## src/rtl/data_mem_arbiter_if.sv

```systemverilog
// Bus bundle between the data memory arbiter, its two requesters
// (core pointer port and host loader port) and the data SRAM.
interface data_mem_arbiter_if #(
    parameter int AddrWidth = 8,
    parameter int DataWidth = 8
);

    // core requester
    logic                 core_req;
    logic                 core_we;
    logic [AddrWidth-1:0] core_addr;
    logic [DataWidth-1:0] core_wdata;
    logic                 core_gnt;
    logic                 core_stall;
    logic                 core_rvalid;
    logic [DataWidth-1:0] core_rdata;

    // loader requester
    logic                 ldr_req;
    logic                 ldr_we;
    logic [AddrWidth-1:0] ldr_addr;
    logic [DataWidth-1:0] ldr_wdata;
    logic                 ldr_gnt;
    logic                 ldr_rvalid;
    logic [DataWidth-1:0] ldr_rdata;

    // memory side
    logic                 mem_en;
    logic                 mem_we;
    logic [AddrWidth-1:0] mem_addr;
    logic [DataWidth-1:0] mem_wdata;
    logic [DataWidth-1:0] mem_rdata;

    // arbiter view
    modport slave (
        input  core_req, core_we, core_addr, core_wdata,
        output core_gnt, core_stall, core_rvalid, core_rdata,
        input  ldr_req, ldr_we, ldr_addr, ldr_wdata,
        output ldr_gnt, ldr_rvalid, ldr_rdata,
        output mem_en, mem_we, mem_addr, mem_wdata,
        input  mem_rdata
    );

    // requesters + memory view
    modport master (
        output core_req, core_we, core_addr, core_wdata,
        input  core_gnt, core_stall, core_rvalid, core_rdata,
        output ldr_req, ldr_we, ldr_addr, ldr_wdata,
        input  ldr_gnt, ldr_rvalid, ldr_rdata,
        input  mem_en, mem_we, mem_addr, mem_wdata,
        output mem_rdata
    );

endinterface

```

## src/rtl/data_mem_arbiter.sv

```systemverilog
// Single-port data memory arbiter: core has fixed priority, the loader
// is forced through after StarveLimit denied cycles. Reads return in 1 cycle.
module data_mem_arbiter #(
    parameter int AddrWidth   = 8,
    parameter int DataWidth   = 8,
    parameter int StarveLimit = 4
) (
    input  logic              clk,
    input  logic              rst_n,
    data_mem_arbiter_if.slave bus
);

    typedef enum logic [1:0] {
        TAG_NONE = 2'd0,
        TAG_CORE = 2'd1,
        TAG_LDR  = 2'd2
    } tag_e;

    localparam logic [3:0] Limit = 4'(StarveLimit);

    logic [3:0]           starve_q, starve_d;
    tag_e                 tag_q, tag_d;
    logic                 ldr_win;
    logic                 core_gnt;
    logic                 ldr_gnt;
    logic                 mem_we;
    logic [AddrWidth-1:0] mem_addr;
    logic [DataWidth-1:0] mem_wdata;
    logic                 core_rvalid;
    logic                 ldr_rvalid;

    // Arbitration: starved loader first, then core, then idle loader.
    // Everything is masked during reset so no access leaks out.
    always_comb begin
        ldr_win  = bus.ldr_req & ((starve_q == Limit) | ~bus.core_req);
        ldr_gnt  = rst_n & ldr_win;
        core_gnt = rst_n & bus.core_req & ~ldr_win;
    end

    // Memory command mux from the granted requester; zero when idle.
    always_comb begin
        mem_we    = 1'b0;
        mem_addr  = '0;
        mem_wdata = '0;
        unique case (1'b1)
            core_gnt: begin
                mem_we    = bus.core_we;
                mem_addr  = bus.core_addr;
                mem_wdata = bus.core_wdata;
            end
            ldr_gnt: begin
                mem_we    = bus.ldr_we;
                mem_addr  = bus.ldr_addr;
                mem_wdata = bus.ldr_wdata;
            end
            default: ;
        endcase
    end

    // Next starvation count and read-owner tag.
    always_comb begin
        starve_d = '0;
        if (bus.ldr_req & ~ldr_gnt) begin
            starve_d = (starve_q == Limit) ? starve_q
                                           : starve_q + 4'd1;
        end
        tag_d = TAG_NONE;
        if (core_gnt & ~bus.core_we) begin
            tag_d = TAG_CORE;
        end else if (ldr_gnt & ~bus.ldr_we) begin
            tag_d = TAG_LDR;
        end
    end

    // State registers; reset drops any read in flight.
    always_ff @(posedge clk) begin
        if (!rst_n) begin
            starve_q <= '0;
            tag_q    <= TAG_NONE;
        end else begin
            starve_q <= starve_d;
            tag_q    <= tag_d;
        end
    end

    // Return path: steer mem_rdata to the owner of last cycle's read.
    always_comb begin
        core_rvalid = rst_n & (tag_q == TAG_CORE);
        ldr_rvalid  = rst_n & (tag_q == TAG_LDR);
    end

    assign bus.core_gnt    = core_gnt;
    assign bus.ldr_gnt     = ldr_gnt;
    assign bus.core_stall  = rst_n & bus.core_req & ~core_gnt;
    assign bus.mem_en      = core_gnt | ldr_gnt;
    assign bus.mem_we      = mem_we;
    assign bus.mem_addr    = mem_addr;
    assign bus.mem_wdata   = mem_wdata;
    assign bus.core_rvalid = core_rvalid;
    assign bus.ldr_rvalid  = ldr_rvalid;
    assign bus.core_rdata  = core_rvalid ? bus.mem_rdata : '0;
    assign bus.ldr_rdata   = ldr_rvalid ? bus.mem_rdata : '0;

endmodule

```

## src/flat_wrapper.sv

```systemverilog
// flat-port wrapper written by rule: the top's interface ports become plain ports
module data_mem_arbiter_flat 
#(
    parameter int AddrWidth   = 8,
    parameter int DataWidth   = 8,
    parameter int StarveLimit = 4
)
  (clk, rst_n, bus_core_req, bus_core_we, bus_core_addr, bus_core_wdata, bus_core_gnt, bus_core_stall, bus_core_rvalid, bus_core_rdata, bus_ldr_req, bus_ldr_we, bus_ldr_addr, bus_ldr_wdata, bus_ldr_gnt, bus_ldr_rvalid, bus_ldr_rdata, bus_mem_en, bus_mem_we, bus_mem_addr, bus_mem_wdata, bus_mem_rdata);
  data_mem_arbiter_if #(.AddrWidth(AddrWidth), .DataWidth(DataWidth)) bus_i ();
  input  logic clk;
  input  logic rst_n;
  input wire logic [$bits(bus_i.core_req)-1:0] bus_core_req;
  input wire logic [$bits(bus_i.core_we)-1:0] bus_core_we;
  input wire logic [$bits(bus_i.core_addr)-1:0] bus_core_addr;
  input wire logic [$bits(bus_i.core_wdata)-1:0] bus_core_wdata;
  output wire logic [$bits(bus_i.core_gnt)-1:0] bus_core_gnt;
  output wire logic [$bits(bus_i.core_stall)-1:0] bus_core_stall;
  output wire logic [$bits(bus_i.core_rvalid)-1:0] bus_core_rvalid;
  output wire logic [$bits(bus_i.core_rdata)-1:0] bus_core_rdata;
  input wire logic [$bits(bus_i.ldr_req)-1:0] bus_ldr_req;
  input wire logic [$bits(bus_i.ldr_we)-1:0] bus_ldr_we;
  input wire logic [$bits(bus_i.ldr_addr)-1:0] bus_ldr_addr;
  input wire logic [$bits(bus_i.ldr_wdata)-1:0] bus_ldr_wdata;
  output wire logic [$bits(bus_i.ldr_gnt)-1:0] bus_ldr_gnt;
  output wire logic [$bits(bus_i.ldr_rvalid)-1:0] bus_ldr_rvalid;
  output wire logic [$bits(bus_i.ldr_rdata)-1:0] bus_ldr_rdata;
  output wire logic [$bits(bus_i.mem_en)-1:0] bus_mem_en;
  output wire logic [$bits(bus_i.mem_we)-1:0] bus_mem_we;
  output wire logic [$bits(bus_i.mem_addr)-1:0] bus_mem_addr;
  output wire logic [$bits(bus_i.mem_wdata)-1:0] bus_mem_wdata;
  input wire logic [$bits(bus_i.mem_rdata)-1:0] bus_mem_rdata;
  assign bus_i.core_req = bus_core_req;
  assign bus_i.core_we = bus_core_we;
  assign bus_i.core_addr = bus_core_addr;
  assign bus_i.core_wdata = bus_core_wdata;
  assign bus_core_gnt = bus_i.core_gnt;
  assign bus_core_stall = bus_i.core_stall;
  assign bus_core_rvalid = bus_i.core_rvalid;
  assign bus_core_rdata = bus_i.core_rdata;
  assign bus_i.ldr_req = bus_ldr_req;
  assign bus_i.ldr_we = bus_ldr_we;
  assign bus_i.ldr_addr = bus_ldr_addr;
  assign bus_i.ldr_wdata = bus_ldr_wdata;
  assign bus_ldr_gnt = bus_i.ldr_gnt;
  assign bus_ldr_rvalid = bus_i.ldr_rvalid;
  assign bus_ldr_rdata = bus_i.ldr_rdata;
  assign bus_mem_en = bus_i.mem_en;
  assign bus_mem_we = bus_i.mem_we;
  assign bus_mem_addr = bus_i.mem_addr;
  assign bus_mem_wdata = bus_i.mem_wdata;
  assign bus_i.mem_rdata = bus_mem_rdata;
  data_mem_arbiter #(.AddrWidth(AddrWidth), .DataWidth(DataWidth), .StarveLimit(StarveLimit)) u_core (.clk(clk), .rst_n(rst_n), .bus(bus_i));
endmodule
```

## config.mk

```make
export PLATFORM = sky130hd
export DESIGN_NAME = data_mem_arbiter_flat
export DESIGN_NICKNAME = d
export VERILOG_FILES = /design/src/rtl/data_mem_arbiter_if.sv /design/src/rtl/data_mem_arbiter.sv /design/src/flat_wrapper.sv
export SDC_FILE = /design/constraint.sdc
export NUM_CORES = 1
export LEC_CHECK = 0
export ABC_AREA = 1
export CAP_MARGIN = 20
export CORE_AREA = 2 2 60 48
export CTS_BUF_LIST = sky130_fd_sc_hd__clkbuf_16
export DETAILED_ROUTE_END_ITERATION = 7
export DIE_AREA = 0 0 62 50
export MAX_ROUTING_LAYER = met4
export PLACE_DENSITY = 0.85
export SLEW_MARGIN = 20
export SYNTH_ARGS = -nofsm -noshare
export SYNTH_HDL_FRONTEND = slang
export SYNTH_SLANG_ARGS = --single-unit
```

## constraint.sdc

```tcl
create_clock -name clk -period 2.36 [get_ports clk]
set_input_delay 0.236 -clock clk [delete_from_list [all_inputs] [get_ports clk]]
set_output_delay 0.236 -clock clk [all_outputs]
set_load 0.005 [all_outputs]
```

Word-level counts from Yosys, hierarchy flattened
Cells that the tools add are included.
- reduce and logical (&&, ||, !) cells: 2
- equal/unequal tests: 3
- muxes and demuxes: 7
- bitwise logic cells: 19
- $add $sub $neg: 1
- operators with widths (cell ; count):
    $pmux W8 S2 ; 2
    $mux W8 ; 2
    $and A1 B1 Y1 ; 10
    $not A1 Y1 ; 7
    $add A4 B1 Y4 const B ; 1
    $eq A4 B3 Y1 const B ; 1
    $eq A2 B1 Y1 const B ; 1
    $eq A2 B2 Y1 const B ; 1
    $mux W2 ; 1
    $or A1 B1 Y1 ; 2
    $pmux W1 S2 ; 1
    $reduce_and A2 Y1 ; 1
    $reduce_or A2 Y1 ; 1
    $mux W1 ; 1
- bits of input ports: 46
- output and inout bits: 39
- bits in registers: 6

Logic depth before layout (Yosys ltp)
Gate-level depths: netlist (run 1).
- depth after elaboration: 7
- mapped depth: 8
- depth with buffers taken out: 8

Worst setup path before layout (run 1)
No wires, ideal clock.
- kind: register -> output
- from: register u_core.starve_q[0]
- to: output bus_mem_addr[0]
- path slack: 968 ps
- data arrival time: 1156 ps
- stages on the path, launching flop included: 9
- path buffers: 1
- cell sequence: dfxtp_1 inv_1 ha_1 nand3_2 nand2_4 nand2_4 buf_6 nand3_1 nand2_1
- word-level cells in the longest chain between the ends: 6
- elaborated cells between the ends (all ways): 7
- those cells by class: eq/ne: 1; mux: 1; bitwise: 5
- RTL lines (item ; line ; text):
    from (decl) ; data_mem_arbiter.sv:21 ; logic [3:0] starve_q, starve_d;
    from (signal assigned) ; data_mem_arbiter.sv:81 ; starve_q <= starve_d;
    $eq A4 B3 Y1 * ; data_mem_arbiter.sv:35 ; ldr_win = bus.ldr_req & ((starve_q == Limit) | ~bus.core_req);
    $or A1 B1 Y1 * ; data_mem_arbiter.sv:35 ;
    $and A1 B1 Y1 * ; data_mem_arbiter.sv:35 ;
    $not A1 Y1 ; data_mem_arbiter.sv:37 ; core_gnt = rst_n & bus.core_req & ~ldr_win;
    $and A1 B1 Y1 ; data_mem_arbiter.sv:37 ;
    $pmux W8 S2 * ; data_mem_arbiter.sv:45 ; unique case (1'b1)
    to (decl) ; flat_wrapper.sv:29 ; output wire logic [$bits(bus_i.mem_addr)-1:0] bus_mem_addr;
Mark *: on every way between the ends. The rest lies on a longest branch, timed or not.

Final worst setup path (run 1)
- from: input bus_core_req
- to: output bus_mem_wdata[2]
- word-level cells in the longest chain between the ends: 6
- elaborated cells between the ends (all ways): 8
- those cells by class: mux: 1; bitwise: 7
- RTL lines (item ; line ; text):
    from (decl) ; flat_wrapper.sv:12 ; input wire logic [$bits(bus_i.core_req)-1:0] bus_core_req;
    $not A1 Y1 ; data_mem_arbiter.sv:35 ;
    $or A1 B1 Y1 ; data_mem_arbiter.sv:35 ;
    $and A1 B1 Y1 ; data_mem_arbiter.sv:35 ;
    $not A1 Y1 ; data_mem_arbiter.sv:37 ;
    $and A1 B1 Y1 ; data_mem_arbiter.sv:37 ;
    $pmux W8 S2 * ; data_mem_arbiter.sv:45 ;
    to (decl) ; flat_wrapper.sv:30 ; output wire logic [$bits(bus_i.mem_wdata)-1:0] bus_mem_wdata;
Marks and branches as above.

==> results of run 1 <==
==> kinds of logic after synthesis <==
| family | synth area share |
|---|---|
| fa+ha+maj | 0.0370 |
| flops | 0.177 |
| compound gates | 0.0222 |
| buf+inv | 0.153 |
| simple gates | 0.597 |
| xor+xnor | 0.0129 |
==> layer usage <==
layer | share of wire | track usage
met1 | 0.42 | 0.193
met3 | 0.094 | 0.0367
met2 | 0.47 | 0.335
met5 | 0 | -
met4 | 0.014 | 0.0745
==> power groups by stage <==
stage                     registers (mW)  clock network (mW)  logic (mW)
after floorplan                    0.107                   0      0.0543
after global placement             0.107                   0       0.181
after detailed placement           0.107                   0       0.183
after CTS                          0.106               0.281       0.184
after global routing               0.106               0.288       0.213
final                              0.106               0.278       0.195
==> registers in the layout, summed over array words and instances (netlist names) <==
register / flops
u_core.starve_q: 4
u_core.tag_q: 2
==> through the flow <==
step / total power, mW / worst slack (ns) / cells
2_1_floorplan: 0.161 / 0.968 / 125
3_3_place_gp: 0.288 / 0.0958 / 241
3_5_place_dp: 0.290 / 0.0672 / 241
4_1_cts: 0.570 / 0.0382 / 244
5_1_grt: 0.607 / 0.0113 / 247
6_report: 0.580 / 0.138 / 247
==> synth_stat cells <==
library cell,n,area [µm²]
a21oi_1,2,10.0
buf_2,2,10.0
buf_4,1,7.51
buf_6,1,11.3
clkinv_1,2,7.51
dfxtp_1,6,120
ha_1,2,25.0
inv_1,18,67.6
nand2_1,26,97.6
nand2_4,2,22.5
nand3_1,37,185
nand3_2,1,10.0
nand4_1,1,6.26
nor2_1,22,82.6
o21ai_0,1,5.00
xnor2_1,1,8.76
==> area by class of cell <==
| type | instances | area [µm²] | area share |
|---|---|---|---|
| clock buffers | 3 | 75.1 | 0.0448 |
| flip-flops and latches | 6 | 121 | 0.0724 |
| multi-input cells | 96 | 482 | 0.287 |
| repair buffers | 86 | 871 | 0.519 |
| well taps | 36 | 45.0 | 0.0269 |
| inverters | 20 | 82.6 | 0.0493 |
==> worst paths after layout <==
kind,start,end,slack (ns),cells after the start
worst max-delay path,bus_core_req,bus_mem_wdata[2],0.14,6
worst min-delay path,u_core.starve_q[0],u_core.starve_q[0],0.46,1
worst max register to register,u_core.starve_q[0],u_core.tag_q[0],1.01,7
worst min register to register,u_core.starve_q[0],u_core.starve_q[0],0.46,1
==> what timing repair did <==
item / CTS / global route
setup endpoints to repair: 0 / 20
hold buffers: 0 / 0
setup buffers: 0 / 2
resized for setup: 0 / 6
==> results.py, run 1 <==
metrics = {
    "hold_path": {
        "hold_class": "flop to flop",
    },
    "cts": {
        "numCtsBuffers": 3,
        "cts_tree": "yes",
        "root_buffer": "clkbuf_16",
        "clk_pin_slew_ns": 0.04,
        "clock_sinks": 6,
        "htreeDepth": 1,
        "clock_latency_ns": 0.23,
        "cts_max_path_buffers": 2,
    },
    "route": {
        "avgViaCountPerCell": 4.66,
        "drc": 0,
        "dr.pass1.iters": 4,
        "drt-initial-drc-count": 45,
        "vias": 1150,
        "drt-total-wl_um": 2920,
        "antenna_left": 0,
        "wl_per_cell_um": 11.8,
    },
    "layout": {
        "nFillCells": 220,
        "nets": 261,
        "fin_util": 0.670,
        "final_area_um2": 1680,
        "syn_to_final_growth_pct": 148,
        "diodes": 0,
        "layout_common_cells": "83 x clkdlybuf4s50_1, 37 x nand3_1, 26 x nand2_1",
        "drive_gt1_frac": 0.0569,
        "final_common_cell": "clkdlybuf4s50_1",
    },
    "floorplanning": {
        "die_h_um": 50,
        "boundaryPins": 85,
        "start_util": 0.270,
        "dieArea_um2": 3100,
        "core_um2": 2500,
        "fp.dieW_um": 62,
        "rows": 16,
    },
    "placed_design": {
        "hpwl_um": 2290,
        "portBuffers": 84,
        "placement.cell_area_um2": 1530,
        "place_congestion": 0.722,
    },
    "worst_setup_path": {
        "worstPathRequired_ns": 2.12,
        "crit_chain": "clkdlybuf4s50_1 > nand2_1 > clkinvlp_4 > nand3_1 > nand2_1 > clkdlybuf4s50_1",
        "critPathTopFamily": "buffers and inverters",
        "crit_arrival_ns": 1.99,
        "critical_path_class": "input port to output port",
        "worst-path-buf-inv": 3,
        "cpMaxStageDelayCell": "clkdlybuf4s50_1",
        "critPathMaxFanout": 18,
        "startpoint_type": "input port",
        "end_kind": "output port",
        "slowest_delay_ns": 0.63,
    },
    "power": {
        "p_comb_frac": 0.337,
        "seqPwrFrac": 0.183,
        "powerDensity_nw_per_um2": 346,
        "switching_share": 0.228,
        "p_leak_nw": 0.768,
        "ir_drop_mv": 0.230,
        "internal-power_mw": 0.447,
        "power_switching_mw": 0.132,
        "pwr-share-clk": 0.480,
    },
    "sta": {
        "setup_viol": 0,
        "hold_violations": 0,
        "period_needed_ns": 2.22,
        "slew_headroom": 0.757,
        "fmax_mhz": 450,
        "finalMaxSlewViolations": 0,
        "final.setup_skew_ns": 0.00394,
        "fin_tns_setup_ns": 0,
        "tightest_slew_ns": 0.364,
        "rsz0062_at_grt": "false",
        "whs_ns": 0.456,
        "finalCritPeriodShare": 0.942,
    },
    "synthesis": {
        "synth_area_um2": 677,
        "syn_area_per_cell_um2": 5.42,
        "ys_seq_area_frac": 0.177,
        "netlist_instances": 125,
        "synth_nets": 173,
        "synth_seq_cells": 6,
        "ys_types": 16,
        "yosys_warnings": 0,
    },
    "global_routing": {
        "grt_pass1_vias": 1042,
        "grt_overflow": 0,
        "grt_max_degree": 20,
        "grt_pass1_wl_um": 4270,
        "grt_use_total": 0.187,
        "antenna_found_initial": 0,
    },
    "job": {
        "maxCapViolCount": 0,
    },
    "outcome": {
        "status": "finished, final reports clean",
    },
}
No activity file was read; power rests on OpenSTA's default activity.
==> run 2, diff against run 1 <==
==> constraint.sdc (replaced) <==
create_clock -name clk -period 2.7 [get_ports clk]
set_input_delay 0.27 -clock clk [delete_from_list [all_inputs] [get_ports clk]]
set_output_delay 0.27 -clock clk [all_outputs]
set_load 0.005 [all_outputs]
==> run 2 against run 1 <==
  * Clock-buffer cell count unchanged
  * Sequential share of layout area is 0.16 points higher
  * Cell count fell by 0.40%
  * Utilization fell by 2.1 points
  * Highest routed layer unchanged
  * First-iteration DRC count fell by 27%
==> results.py, run 2 (synthesis gave the netlist of run 1 again) <==
metrics = {
    "cts": {
        "cts_tree": "yes",
        "clock_sinks": 6,
        "root_buffer": "clkbuf_16",
        "cts_max_path_buffers": 2,
        "cts_setup_buffers": 0,
        "cts_resized": 0,
        "clk_pin_slew_ns": 0.03,
        "htreeDepth": 1,
        "numCtsBuffers": 3,
        "clock_latency_ns": 0.23,
        "hold_buffers": 0,
    },
    "global_routing": {
        "grt_pass1_vias": 966,
        "grt_use_total": 0.173,
        "antenna_found_initial": 0,
        "grt_max_degree": 20,
        "grt_pass1_wl_um": 3930,
        "grt_overflow": 0,
    },
    "placed_design": {
        "hpwl_um": 2180,
        "place_congestion": 0.761,
        "placement.cell_area_um2": 1550,
        "dp_cells": 243,
        "portBuffers": 84,
    },
    "power": {
        "seqPwrFrac": 0.186,
        "total_power_mw": 0.494,
        "internal-power_mw": 0.387,
        "p_leak_nw": 0.753,
        "p_comb_frac": 0.329,
        "power_switching_mw": 0.107,
        "ir_drop_mv": 0.363,
        "pwr-share-clk": 0.485,
        "powerDensity_nw_per_um2": 304,
        "switching_share": 0.218,
    },
    "sta": {
        "finalMaxSlewViolations": 0,
        "setup_viol": 0,
        "hold_violations": 0,
        "final.setup_skew_ns": 0.000430,
        "rsz0062_at_grt": "false",
        "period_needed_ns": 2.40,
        "tightest_slew_ns": 0.516,
        "fmax_mhz": 417,
        "slew_headroom": 0.654,
        "fin_tns_setup_ns": 0,
        "finalCritPeriodShare": 0.888,
    },
    "worst_setup_path": {
        "cpMaxStageDelayCell": "clkdlybuf4s50_1",
        "startpoint_type": "input port",
        "slowest_delay_ns": 0.46,
        "critical_path_class": "input port to output port",
        "worstPathRequired_ns": 2.43,
        "worst_r2r_path_depth": 7,
        "critPathTopFamily": "buffers and inverters",
        "r2r_end": "u_core.tag_q[0]",
        "critPathMaxFanout": 19,
        "worst-path-buf-inv": 5,
        "r2r-start": "u_core.starve_q[0]",
        "end_kind": "output port",
        "regToRegSetupSlack_ns": 1.31,
        "crit_arrival_ns": 2.13,
        "cpMostUsedCell": "nand2_1",
        "crit_chain": "clkdlybuf4s50_1 > nand2_1 > clkinv_1 > nand2_1 > inv_1 > nand2_1 > inv_1 > clkdlybuf4s50_1",
    },
    "floorplanning": {
        "boundaryPins": 85,
        "start_util": 0.270,
        "die_h_um": 50,
        "fp.dieW_um": 62,
        "dieArea_um2": 3100,
        "rows": 16,
        "core_um2": 2500,
    },
    "outcome": {
        "status": "finished, final reports clean",
    },
    "layout": {
        "final_area_um2": 1620,
        "top_register": "u_core.starve_q",
        "fin_util": 0.649,
        "drive_gt1_frac": 0.0381,
        "syn_to_final_growth_pct": 140,
        "nets": 260,
        "final_common_cell": "clkdlybuf4s50_1",
        "stdcell_count": 246,
        "layout_common_cells": "84 x clkdlybuf4s50_1, 37 x nand3_1, 26 x nand2_1",
        "largestRegisters": "u_core.starve_q (4), u_core.tag_q (2)",
        "diodes": 0,
        "largest_reg_flops": 4,
    },
    "route": {
        "drt-total-wl_um": 2670,
        "wl_per_cell_um": 10.8,
        "vias": 1132,
        "dr.pass1.iters": 4,
        "drt-initial-drc-count": 33,
        "antenna_left": 0,
        "drc": 0,
        "avgViaCountPerCell": 4.60,
    },
    "hold_path": {
        "hold_class": "flop to flop",
        "hold_path_depth": 1,
        "hold_end": "u_core.starve_q[0]",
        "min_from": "u_core.starve_q[0]",
    },
    "job": {
        "maxCapViolCount": 0,
    },
}
[run 2: cell types whose count changed in the layout (fill, tap and decap cells not counted), sizes merged]
cell | before | now
nand2 | 29 | 28
dlymetal6s2s | 1 | 0
clkinv | 0 | 2
clkinvlp | 2 | 0
clkdlybuf4s50 | 83 | 84
[run 2: per-stage QoR]
step,setup slack (ns),hold slack [ns]
floorplan,1.27,0.342
global route,0.0725,0.536
global placement,0.375,0.449
detailed placement,0.328,0.459
CTS,0.318,0.467
finish,0.302,0.459
[run 2: worst max path at each step]
stage / from / endpoint / slack (ns) / depth (start not counted)
6_report: rst_n / bus_core_stall / 0.30 / 8
5_1_grt: rst_n / bus_core_stall / 0.07 / 8
4_1_cts: rst_n / bus_core_stall / 0.32 / 8
3_5_place_dp: rst_n / bus_core_stall / 0.33 / 8
3_3_place_gp: rst_n / bus_core_stall / 0.37 / 8
2_1_floorplan: u_core.starve_q[0] / bus_mem_addr[0] / 1.27 / 8
[run 2: power groups by stage]
stage / registers, mW / logic (mW) / clock network [mW]
finish: 0.0922 / 0.162 / 0.240
floorplan: 0.0932 / 0.0474 / 0
global placement: 0.0935 / 0.161 / 0
global route: 0.0924 / 0.176 / 0.254
detailed placement: 0.0934 / 0.163 / 0
CTS: 0.0921 / 0.163 / 0.246
[run 2: worst reg2reg max path, cell delays in order (launching register included)]
cell and delay (ns):
dfxtp_1 0.36, inv_1 0.06, ha_1 0.23, nand3_2 0.12
nand2_4 0.15, nand2_4 0.22, nand2_1 0.10, nor2_1 0.09
[run 2: metal layers]
layer,up-vias,routed length [µm],track usage
met5,-,0,-
met4,0,27,0.0709
met3,2,272,0.0262
met2,67,1210,0.281
met1,494,1160,0.207
li1,569,-,-
[run 2: cell type report]
type / instances / area [µm²]
Fill cell: 231 / 878
Timing Repair Buffer: 86 / 856
Multi-Input combinational cell: 95 / 453
Sequential cell: 6 / 120
Clock buffer: 3 / 75.1
Inverter: 20 / 75.1
Tap cell: 36 / 45.0
